<file path="src/rtl/chacha_pkg.sv">
// chacha_pkg: ChaCha20 keystream word/block types and FSM state shared by the serialiser.
package chacha_pkg;
  localparam int CHACHA_BLOCK_WORDS = 16;
  localparam int CHACHA_BLOCK_BYTES = 64;
  typedef logic [31:0] word_t;
  typedef word_t [CHACHA_BLOCK_WORDS-1:0] block_t;
  typedef enum logic {EMPTY, STREAM} ks_state_e;
endpackage

</file>
<file path="src/rtl/ks_byte_select.sv">
// ks_byte_select: combinational pick of OUT_BYTES stream-order bytes from a keystream block.
module ks_byte_select
  import chacha_pkg::*;
#(
  parameter int OUT_BYTES  = 1,
  parameter bit BYTE_ORDER = 1'b0
) (
  input  block_t                 blk_i,
  input  logic [5:0]             idx_i,
  input  logic [OUT_BYTES-1:0]   keep_i,
  output logic [8*OUT_BYTES-1:0] data_o
);
  logic [8*CHACHA_BLOCK_BYTES-1:0] flat;
  assign flat = blk_i;
  // Legacy order is the exact byte reversal of the flattened block.
  for (genvar j = 0; j < OUT_BYTES; j++) begin : g_lane
    logic [5:0] k;
    logic [5:0] sel;
    assign k   = idx_i + 6'(j);
    assign sel = BYTE_ORDER ? ~k : k;
    assign data_o[8*j+:8] = keep_i[j] ? flat[{sel, 3'b000} +: 8] : 8'h00;
  end
endmodule

</file>
<file path="src/rtl/keystream_serialiser.sv">
// keystream_serialiser: 2-slot buffered ChaCha20 block to byte-stream serialiser with
// valid/ready on both sides, selectable byte order and per-block truncation.
module keystream_serialiser
  import chacha_pkg::*;
#(
  parameter int WORD_W     = 32,
  parameter int NUM_WORDS  = 16,
  parameter int OUT_BYTES  = 1,
  parameter bit BYTE_ORDER = 1'b0
) (
  input  logic                              clk,
  input  logic                              rst,
  input  logic [NUM_WORDS-1:0][WORD_W-1:0]  in_block,
  input  logic [6:0]                        in_len,
  input  logic                              in_valid,
  output logic                              in_ready,
  output logic [8*OUT_BYTES-1:0]            out_data,
  output logic [OUT_BYTES-1:0]              out_keep,
  output logic                              out_valid,
  input  logic                              out_ready,
  output logic                              out_last
);
  ks_state_e state_q, state_d;
  block_t act_blk_q, act_blk_d, pend_blk_q, pend_blk_d;
  logic [6:0] act_len_q, act_len_d, pend_len_q, pend_len_d, beat_q, beat_d;
  logic [6:0] pos, in_len_eff;
  logic pend_full_q, pend_full_d;
  logic accept, hs, is_last, last_hs, load_in, load_pend, load_new_pend;
  logic [OUT_BYTES-1:0] keep;
  assign in_len_eff = (in_len == 7'd0) ? 7'(CHACHA_BLOCK_BYTES) : in_len;
  assign in_ready   = !pend_full_q && !rst;
  assign out_valid  = (state_q == STREAM);
  assign pos        = 7'(beat_q * OUT_BYTES);
  assign is_last    = (pos + 7'(OUT_BYTES)) >= act_len_q;
  assign out_last   = out_valid && is_last;
  assign out_keep   = keep;
  always_comb begin
    keep = '0;
    for (int j = 0; j < OUT_BYTES; j++) keep[j] = out_valid && ((pos + 7'(j)) < act_len_q);
  end
  always_comb begin
    accept        = in_valid && in_ready;
    hs            = out_valid && out_ready;
    last_hs       = hs && is_last;
    load_pend     = last_hs && pend_full_q;
    load_in       = accept && (state_q == EMPTY || (last_hs && !pend_full_q));
    load_new_pend = accept && !load_in;
    pend_full_d   = load_new_pend || (pend_full_q && !load_pend);
    act_blk_d     = load_in ? block_t'(in_block) : load_pend ? pend_blk_q : act_blk_q;
    act_len_d     = load_in ? in_len_eff : load_pend ? pend_len_q : act_len_q;
    pend_blk_d    = load_new_pend ? block_t'(in_block) : pend_blk_q;
    pend_len_d    = load_new_pend ? in_len_eff : pend_len_q;
    beat_d        = last_hs ? 7'd0 : hs ? beat_q + 7'd1 : beat_q;
    state_d       = (load_in || load_pend || (out_valid && !last_hs)) ? STREAM : EMPTY;
  end
  always_ff @(posedge clk) begin
    if (rst) begin
      state_q     <= EMPTY;
      pend_full_q <= 1'b0;
      beat_q      <= 7'd0;
    end else begin
      state_q     <= state_d;
      pend_full_q <= pend_full_d;
      beat_q      <= beat_d;
    end
  end
  // Payload slots need no reset: they are only observed while the control state marks them full.
  always_ff @(posedge clk) begin
    act_blk_q  <= act_blk_d;
    act_len_q  <= act_len_d;
    pend_blk_q <= pend_blk_d;
    pend_len_q <= pend_len_d;
  end
  ks_byte_select #(.OUT_BYTES(OUT_BYTES), .BYTE_ORDER(BYTE_ORDER)) u_sel (
    .blk_i  (act_blk_q),
    .idx_i  (pos[5:0]),
    .keep_i (keep),
    .data_o (out_data)
  );
endmodule
</file>
<file path="config.mk">
export PLATFORM = sky130hd
export DESIGN_NAME = keystream_serialiser
export DESIGN_NICKNAME = d
export VERILOG_FILES = /design/src/rtl/chacha_pkg.sv /design/src/rtl/ks_byte_select.sv /design/src/rtl/keystream_serialiser.sv
export SDC_FILE = /design/constraint.sdc
export NUM_CORES = 1
export LEC_CHECK = 0
export CELL_PAD_IN_SITES_DETAIL_PLACEMENT = 1
export CELL_PAD_IN_SITES_GLOBAL_PLACEMENT = 1
export CORE_ASPECT_RATIO = 0.6
export CORE_UTILIZATION = 40
export CTS_CLUSTER_SIZE = 30
export DETAILED_ROUTE_END_ITERATION = 8
export HOLD_SLACK_MARGIN = 0.1
export PLACE_DENSITY_LB_ADDON = 0.1
export SYNTH_ARGS = -nofsm -noshare
export SYNTH_HDL_FRONTEND = slang
export SYNTH_SLANG_ARGS = --single-unit
</file>
<file path="constraint.sdc">
create_clock -name clk -period 40.1 [get_ports clk]
set_clock_uncertainty 0.2 [all_clocks]
set_input_delay 8.02 -clock clk [delete_from_list [all_inputs] [get_ports clk]]
set_output_delay 8.02 -clock clk [all_outputs]
set_load 0.005 [all_outputs]
</file>
==> results of run 1 <==
==> metrics by stage <==
stage | util | cell area (um^2) | setup slack [ns]
after floorplan | - | 42370 | 7.353
after global placement | 0.4692 | 49260 | 22.70
after detailed placement | 0.4692 | 49260 | 22.68
after CTS | 0.4991 | 52390 | 22.68
after global routing | 0.4995 | 52430 | 22.67
final | 0.4995 | 52440 | 22.70
==> cells in the final DEF, fill, tap and decap left out, drive strengths merged, types with 17 or more instances in the layout <==
master	netlist	final
mux2	519	519
diode	0	17
a21oi	24	24
clkinv	0	43
edfxtp	1038	1038
clkdlybuf4s50	0	534
a221oi	19	19
nor2	32	32
buf	80	33
a22oi	30	30
clkbuf	36	122
mux4	111	111
mux2i	44	44
==> layout make-up <==
type                            count  area (um^2)  share of cell area
Multi-Input combinational cell    904        10450              0.1993
Antenna cell                       17        42.54           0.0008113
Clock buffer                      122         2649             0.05052
Clock inverter                     56        486.7            0.009282
Tap cell                         1410         1764             0.03365
Timing Repair Buffer              567         5643              0.1076
Sequential cell                  1047        31360              0.5981
Inverter                           10        37.54           0.0007159
==> logic make-up after synthesis <==
| logic type | count (synthesis) | share of synthesized area |
|---|---|---|
| adder cells (fa/ha/maj) | 16 | 0.004725 |
| AND/OR/NAND/NOR | 80 | 0.009126 |
| buffers and inverters | 126 | 0.01426 |
| flip-flops | 1047 | 0.7400 |
| multiplexers | 674 | 0.2084 |
| AO/OA/AOI/OAI | 123 | 0.02121 |
| XOR/XNOR | 11 | 0.002274 |
==> registers in the layout (all words and copies together), names as in the netlist <==
signal / flops
act_blk_q: 512
act_len_q: 7
beat_q: 7
out_valid: 1
pend_blk_q: 512
pend_full_q: 1
pend_len_q: 7
==> path summary, 6_finish.rpt <==
path | startpoint | endpoint | slack [ns] | cells past startpoint
max reg2reg | beat_q[0]$_SDFFE_PP0P_ | pend_blk_q[119]$_DFFE_PP_ | 31.86 | 13
min reg2reg | pend_blk_q[244]$_DFFE_PP_ | act_blk_q[244]$_DFFE_PP_ | 0.33 | 1
min | pend_blk_q[244]$_DFFE_PP_ | act_blk_q[244]$_DFFE_PP_ | 0.33 | 1
max | rst | in_ready | 22.70 | 3
==> power by group through the flow <==
| stage | clock, mW | combinational, mW | sequential [mW] |
|---|---|---|---|
| after global placement | 0 | 0.178 | 1.28 |
| after floorplan | 0 | 0.0864 | 1.32 |
| after detailed placement | 0 | 0.182 | 1.28 |
| after global routing | 0.998 | 0.193 | 1.26 |
| after CTS | 0.960 | 0.184 | 1.26 |
| final | 0.932 | 0.180 | 1.26 |
==> worst max-delay path, delay by kind of cell <==
family,cells,cell delay (ns)
buffers and inverters,2,1.01
AND/OR/NAND/NOR,1,0.15
==> routing by layer <==
| layer | wire length (um) | vias up | track usage |
|---|---|---|---|
| met5 | 103 | - | 0 |
| met4 | 2278 | 16 | 0.05652 |
| met3 | 4745 | 141 | 0.04518 |
| met2 | 52820 | 442 | 0.3224 |
| met1 | 50740 | 11320 | 0.2891 |
| li1 | - | 9607 | - |
==> results.cfg, run 1 <==
[run_status]
status = completed

[layout]
final_nets = 3169
synthToLayoutAreaGrowth_pct = 23.77
fin_cells = 4133
drive_above_1_share = 0.1016
n_fill_cell = 9605

[setup_path]
cp.arrival_ns = 9.18
path_class = primary input to primary output
crit_path_max_fanout = 4
path_common_cell = clkdlybuf4s50_1
cp_slowest_stage_delay_ns = 0.51
startpoint_type = primary input
crit_chain = clkdlybuf4s50_1, nor2_1, clkdlybuf4s50_1
cpMaxStageDelayCell = clkdlybuf4s50_1
worstPathRequired_ns = 31.88
worstSetupEndpointType = primary output

[floorplanning]
num_io_pins = 535
start_util = 0.4036
core_area_um2 = 105000
dieWidth_um = 422.1
num_rows = 92
die_h_um = 254.1
dieArea_um2 = 107300

[synth]
yosysMostFrequentCell = edfxtp_1
syn_area_um2 = 42370
ys_ff_latch = 1047
synth_area_leaders = edfxtp_1 (74%), mux2_1 (14%), mux4_2 (5.3%)
async_flop_share = 0
yosysTopAreaCellShare = 0.7357
yosysUniqueCellTypes = 47
ys.warnings.count = 0
synth_edf_count = 1038
synth_area_leader_cell = edfxtp_1
netlist_instances = 2077
yosysSeqAreaShare = 0.7400
postSynthAreaPerCell_um2 = 20.40
yosys-top-cells-count = edfxtp_1 (1038), mux2_1 (519), mux4_2 (99)
syn_nets = 2616
synth_ff_type = edfxtp_1

[routing]
drt_iter0_markers = 1393
drc = 0
routed_wl_um = 110700
ant_nets = 0
wl_per_cell_um = 26.78
vias_per_cell = 5.208
first_pass_iters = 4
via_count = 21520

[clock_network]
ctsHoldBuffers = 0
clkSlewWorstSetupHoldPaths_ns = 0.06
htree_levels = 3
cts_tree = yes
cts_max_path_buffers = 3
clk_latency_ns = 0.70
post_cts_buffers = 0
cts_resized = 0
cts_sinks = 1047
root_buffer = clkbuf_16
cts_buffers = 100

[global_routing]
grt_pass1_vias = 22980
grt_max_degree = 175
gr-total-overflow = 0
grt_pass1_wl_um = 160200
antenna_found_initial = 34
grt.total_usage = 0.2056

[min_path]
hold_path_class = flip-flop to flip-flop

[run]
maxCapViolations = 0

[pwr]
power.total_mw = 2.373
seqPwrFrac = 0.531
p_switching_mw = 0.5112
leakage_nw = 16.85
p_sw_frac = 0.2154
p_clk_frac = 0.393
power_density_nw_per_um2 = 45.26
p_comb_frac = 0.076
ir_drop_uv = 32.13
p_int_mw = 1.862

[timing]
finalHoldViolCount = 0
period_share = 0.4340
fin_tns_setup_ns = 0
whs_ns = 0.3274
worst_pin_slew_ns = 1.239
slew_violations = 0
finalSetupViolCount = 0
finalCriticalPeriod_ns = 17.40
fmax_ghz = 0.05746
slew_headroom = 0.1739
rsz0062_at_grt = false

[placement]
place.gp.congestion = 0.7814
dp.cells = 3938
place_hpwl_um = 74190
port-buffer-count = 534
Power figures use the tool's default switching activity.
==> run 2: changes to the inputs <==
clock period = 17.7 ns   (was 40.1 ns; I/O delays follow)
==> results.cfg, run 2 (same netlist as run 1, synthesis figures left out) <==
[layout]
drive_above_1_share = 0.1021
mostFrequentLayoutCell = edfxtp_1
top_regs = act_blk_q: 512 flops, pend_blk_q: 512 flops
synthToLayoutAreaGrowth_pct = 23.86
final_nets = 3167
n_fill_cell = 9544
final_cell_mix = edfxtp_1 (1038), clkdlybuf4s50_1 (534), mux2_1 (519), clkbuf_16 (104), mux4_2 (99)

[pwr]
ir_drop_uv = 76.47
p_switching_mw = 1.178
p_clk_frac = 0.397
seqPwrFrac = 0.526
leakage_nw = 16.88
p_sw_frac = 0.2171
p_int_mw = 4.248
power_density_nw_per_um2 = 103.4
p_comb_frac = 0.076

[global_routing]
grt_pass1_vias = 23220
grt.total_usage = 0.2087
gr-total-overflow = 0
grt_max_degree = 191
grt_pass1_wl_um = 162900
antenna_found_initial = 22

[min_path]
hold_path_class = flip-flop to flip-flop
hp-start = pend_blk_q[380]$_DFFE_PP_

[routing]
via_count = 21680
drt_iter0_markers = 1497
wl_per_cell_um = 27.29
ant_nets = 0
vias_per_cell = 5.253
first_pass_iters = 7
drc = 0
routed_wl_um = 112600

[run]
maxCapViolations = 0

[clock_network]
cts_buffers = 101
root_buffer = clkbuf_16
clkSlewWorstSetupHoldPaths_ns = 0.07
cts_resized = 0
cts_tree = yes
cts_max_path_buffers = 3
cts_sinks = 1047
clk_latency_ns = 0.70
post_cts_buffers = 0
htree_levels = 3
ctsHoldBuffers = 0

[floorplanning]
core_area_um2 = 105000
num_rows = 92
dieArea_um2 = 107300
dieWidth_um = 422.1
num_io_pins = 535
start_util = 0.4036
die_h_um = 254.1

[setup_path]
critPathLaunch = beat_q[0]$_SDFFE_PP0P_
timing.rr.start = beat_q[0]$_SDFFE_PP0P_
worstPathRequired_ns = 13.96
startpoint_type = flip-flop
crit_path_max_fanout = 41
worstSetupEndpointType = primary output
path_class = flip-flop to primary output
cp.arrival_ns = 5.04

[timing]
finalSetupViolCount = 0
finalHoldViolCount = 0
slew_violations = 0
timing.final.ws_setup_ns = 8.922
finalCriticalPeriod_ns = 8.778
period_share = 0.4959
fmax_ghz = 0.1139
worst_pin_slew_ns = 1.203
rsz0062_at_grt = false
slew_headroom = 0.1982
fin_tns_setup_ns = 0

[placement]
post-place-ws_ns = 9.072
place_hpwl_um = 75240
place.gp.congestion = 0.8411
port-buffer-count = 534

[run_status]
status = completed
-- run 2: metrics by stage --
step	util	cell area, um^2	power [mW]	std cells	hold WS (ns)
2_1_floorplan	-	42380	3.119	2077	0.3017
3_3_place_gp	0.4691	49250	3.314	3935	0.3127
3_5_place_dp	0.4691	49250	3.329	3935	0.3187
4_1_cts	0.4997	52460	5.493	4122	0.3325
5_1_grt	0.4998	52470	5.600	4127	0.3387
6_report	0.4998	52470	5.426	4127	0.3273
-- run 2: routing by layer --
layer	share of wire	wire length (um)	track usage
met5	0.00059	66	0
met4	0.021	2368	0.05207
met3	0.044	4911	0.03728
met2	0.48	54230	0.3362
met1	0.45	51040	0.2937
-- run 2: path summary, 6_finish.rpt --
kind	cells after the start	slack, ns	end
setup / recovery	6	8.92	out_data[6]
hold / removal	1	0.33	act_blk_q[380]$_DFFE_PP_
setup reg to reg	12	11.24	act_blk_q[372]$_DFFE_PP_
hold reg to reg	1	0.33	act_blk_q[380]$_DFFE_PP_
-- run 2: cell type report --
type | count | area, um^2 | share of cell area
diodes | 5 | 12.51 | 0.0002384
clock buffers | 127 | 2689 | 0.05124
clock inverters | 60 | 525.5 | 0.01001
inverters | 10 | 37.54 | 0.0007153
multi-input cells | 904 | 10450 | 0.1992
flip-flops and latches | 1047 | 31360 | 0.5977
well taps | 1410 | 1764 | 0.03362
repair buffers | 564 | 5633 | 0.1073
-- run 2: critical path, cell delays in order (launching register included) --
cell             delay, ns
dfxtp_4               1.01
buf_4                 0.80
mux4_1                0.67
mux4_2                0.54
mux4_2                0.50
and2_1                0.18
clkdlybuf4s50_1       0.54
-- run 2: power by group through the flow --
stage	combinational [mW]	sequential, mW	clock [mW]
finish	0.413	2.86	2.16
global route	0.442	2.86	2.29
CTS	0.421	2.86	2.21
detailed placement	0.418	2.91	0
global placement	0.408	2.91	0
floorplan	0.196	2.92	0
==> run 3: changes to the inputs <==
clock period = 8.08 ns   (was 17.7 ns; I/O delays follow)
==> results.cfg, run 3 (same netlist as run 1, synthesis figures left out) <==
[run_status]
status = completed

[pwr]
power_density_nw_per_um2 = 226.0
ir_drop_uv = 173.6
p_switching_mw = 2.576
p_int_mw = 9.319
leakage_nw = 16.92
p_clk_frac = 0.397
p_sw_frac = 0.2165
p_comb_frac = 0.077
power.total_mw = 11.89
seqPwrFrac = 0.526

[clock_network]
root_buffer = clkbuf_16
post_cts_buffers = 0
htree_levels = 3
cts_tree = yes
clkSlewWorstSetupHoldPaths_ns = 0.06
cts_buffers = 102
ctsHoldBuffers = 0
clk_latency_ns = 0.71
cts_sinks = 1047
cts_max_path_buffers = 3
cts_resized = 0

[global_routing]
gr-total-overflow = 0
grt_pass1_vias = 23230
antenna_found_initial = 32
grt_max_degree = 165
grt_pass1_wl_um = 163800
grt.total_usage = 0.2112

[setup_path]
crit_path_max_fanout = 35
path_class = flip-flop to primary output
cp_slowest_stage_delay_ns = 1.02
worstSetupEndpointType = primary output
worstPathRequired_ns = 6.26
cp.arrival_ns = 4.52
crit_chain = buf_12, inv_1, ha_1, nor2b_1, o21ai_0, a21oi_1, o21ai_0, nand2_1, o22ai_1, clkdlybuf4s50_1
cp_num_buf_inv = 3
startpoint_type = flip-flop
path_common_cell = o21ai_0
critPathTopFamily = compound AO/OA/AOI/OAI gates
cpMaxStageDelayCell = o21ai_0

[floorplanning]
core_area_um2 = 105000
start_util = 0.4036
die_h_um = 254.1
num_io_pins = 535
num_rows = 92
dieWidth_um = 422.1
dieArea_um2 = 107300

[placement]
post-place-ws_ns = 2.390
place_hpwl_um = 76570
port-buffer-count = 534
place.gp.congestion = 0.8260

[timing]
finalCriticalPeriod_ns = 6.332
finalHoldViolCount = 0
slew_headroom = 0.1117
slew_violations = 0
finalSetupViolCount = 0
fmax_ghz = 0.1579
timing.final.ws_setup_ns = 1.748
worst_pin_slew_ns = 1.318
fin_tns_setup_ns = 0
period_share = 0.7836
rsz0062_at_grt = false
whs_ns = 0.3275

[routing]
vias_per_cell = 5.277
wl_per_cell_um = 27.65
first_pass_iters = 5
drc = 0
via_count = 21770
drt_iter0_markers = 1579
ant_nets = 0
routed_wl_um = 114100

[layout]
n_fill_cell = 9552
final_cell_mix = edfxtp_1 (1038), clkdlybuf4s50_1 (534), mux2_1 (519), clkbuf_16 (105), mux4_2 (99)
top_regs = act_blk_q: 512 flops, pend_blk_q: 512 flops
synthToLayoutAreaGrowth_pct = 24.22
final_nets = 3168
drive_above_1_share = 0.1020
mostFrequentLayoutCell = edfxtp_1

[run]
maxCapViolations = 0

[min_path]
hold_path_class = flip-flop to flip-flop
==> run 3: cell count changes in the layout (fill, tap and decap cells not counted), moves of 2 or more <==
cell / previous run / this run
clkbuf_1: 23 / 18
clkinv_1: 25 / 28
buf_4: 25 / 15
clkinv_4: 0 / 2
buf_12: 5 / 14
nand3_1: 11 / 9
diode_2: 5 / 8
clkinv_2: 19 / 14
==> run 3: path summary, 6_finish.rpt <==
check	startpoint	endpoint	slack [ns]	cells after the start
worst max-delay path	beat_q[0]$_SDFFE_PP0P_	out_data[0]	1.75	10
worst min-delay path	pend_blk_q[127]$_DFFE_PP_	act_blk_q[127]$_DFFE_PP_	0.33	1
worst max register to register	beat_q[0]$_SDFFE_PP0P_	act_blk_q[181]$_DFFE_PP_	2.35	12
worst min register to register	pend_blk_q[127]$_DFFE_PP_	act_blk_q[127]$_DFFE_PP_	0.33	1
==> run 3: cell type report <==
type	count	area (um^2)	area share
well taps	1410	1764	0.03352
repair buffers	564	5766	0.1096
flip-flops and latches	1047	31360	0.5959
diodes	8	20.02	0.0003804
clock buffers	123	2695	0.05121
clock inverters	59	513.0	0.009748
inverters	10	37.54	0.0007133
multi-input cells	904	10470	0.1989
==> run 3: metrics by stage <==
stage	area [um^2]	utilization	instances
floorplan	42490	-	2077
global placement	49370	0.4703	3934
detailed placement	49400	0.4706	3935
CTS	52610	0.5011	4117
global route	52620	0.5013	4123
finish	52630	0.5013	4125
==> run 3: layer usage <==
| layer | GRT usage | vias to the layer above | routed length (um) |
|---|---|---|---|
| met1 | 0.2996 | 11450 | 52130 |
| met3 | 0.04345 | 191 | 5327 |
| met4 | 0.06253 | 26 | 2832 |
| met2 | 0.3284 | 496 | 53620 |
| met5 | 0 | - | 160 |
| li1 | - | 9604 | - |
==> run 3: power groups by stage <==
stage | Combinational [mW] | Clock (mW) | Sequential, mW
3_3_place_gp | 0.897 | 0 | 6.36
3_5_place_dp | 0.920 | 0 | 6.37
5_1_grt | 0.977 | 5.03 | 6.27
6_report | 0.913 | 4.73 | 6.26
4_1_cts | 0.927 | 4.86 | 6.26
2_1_floorplan | 0.434 | 0 | 6.40
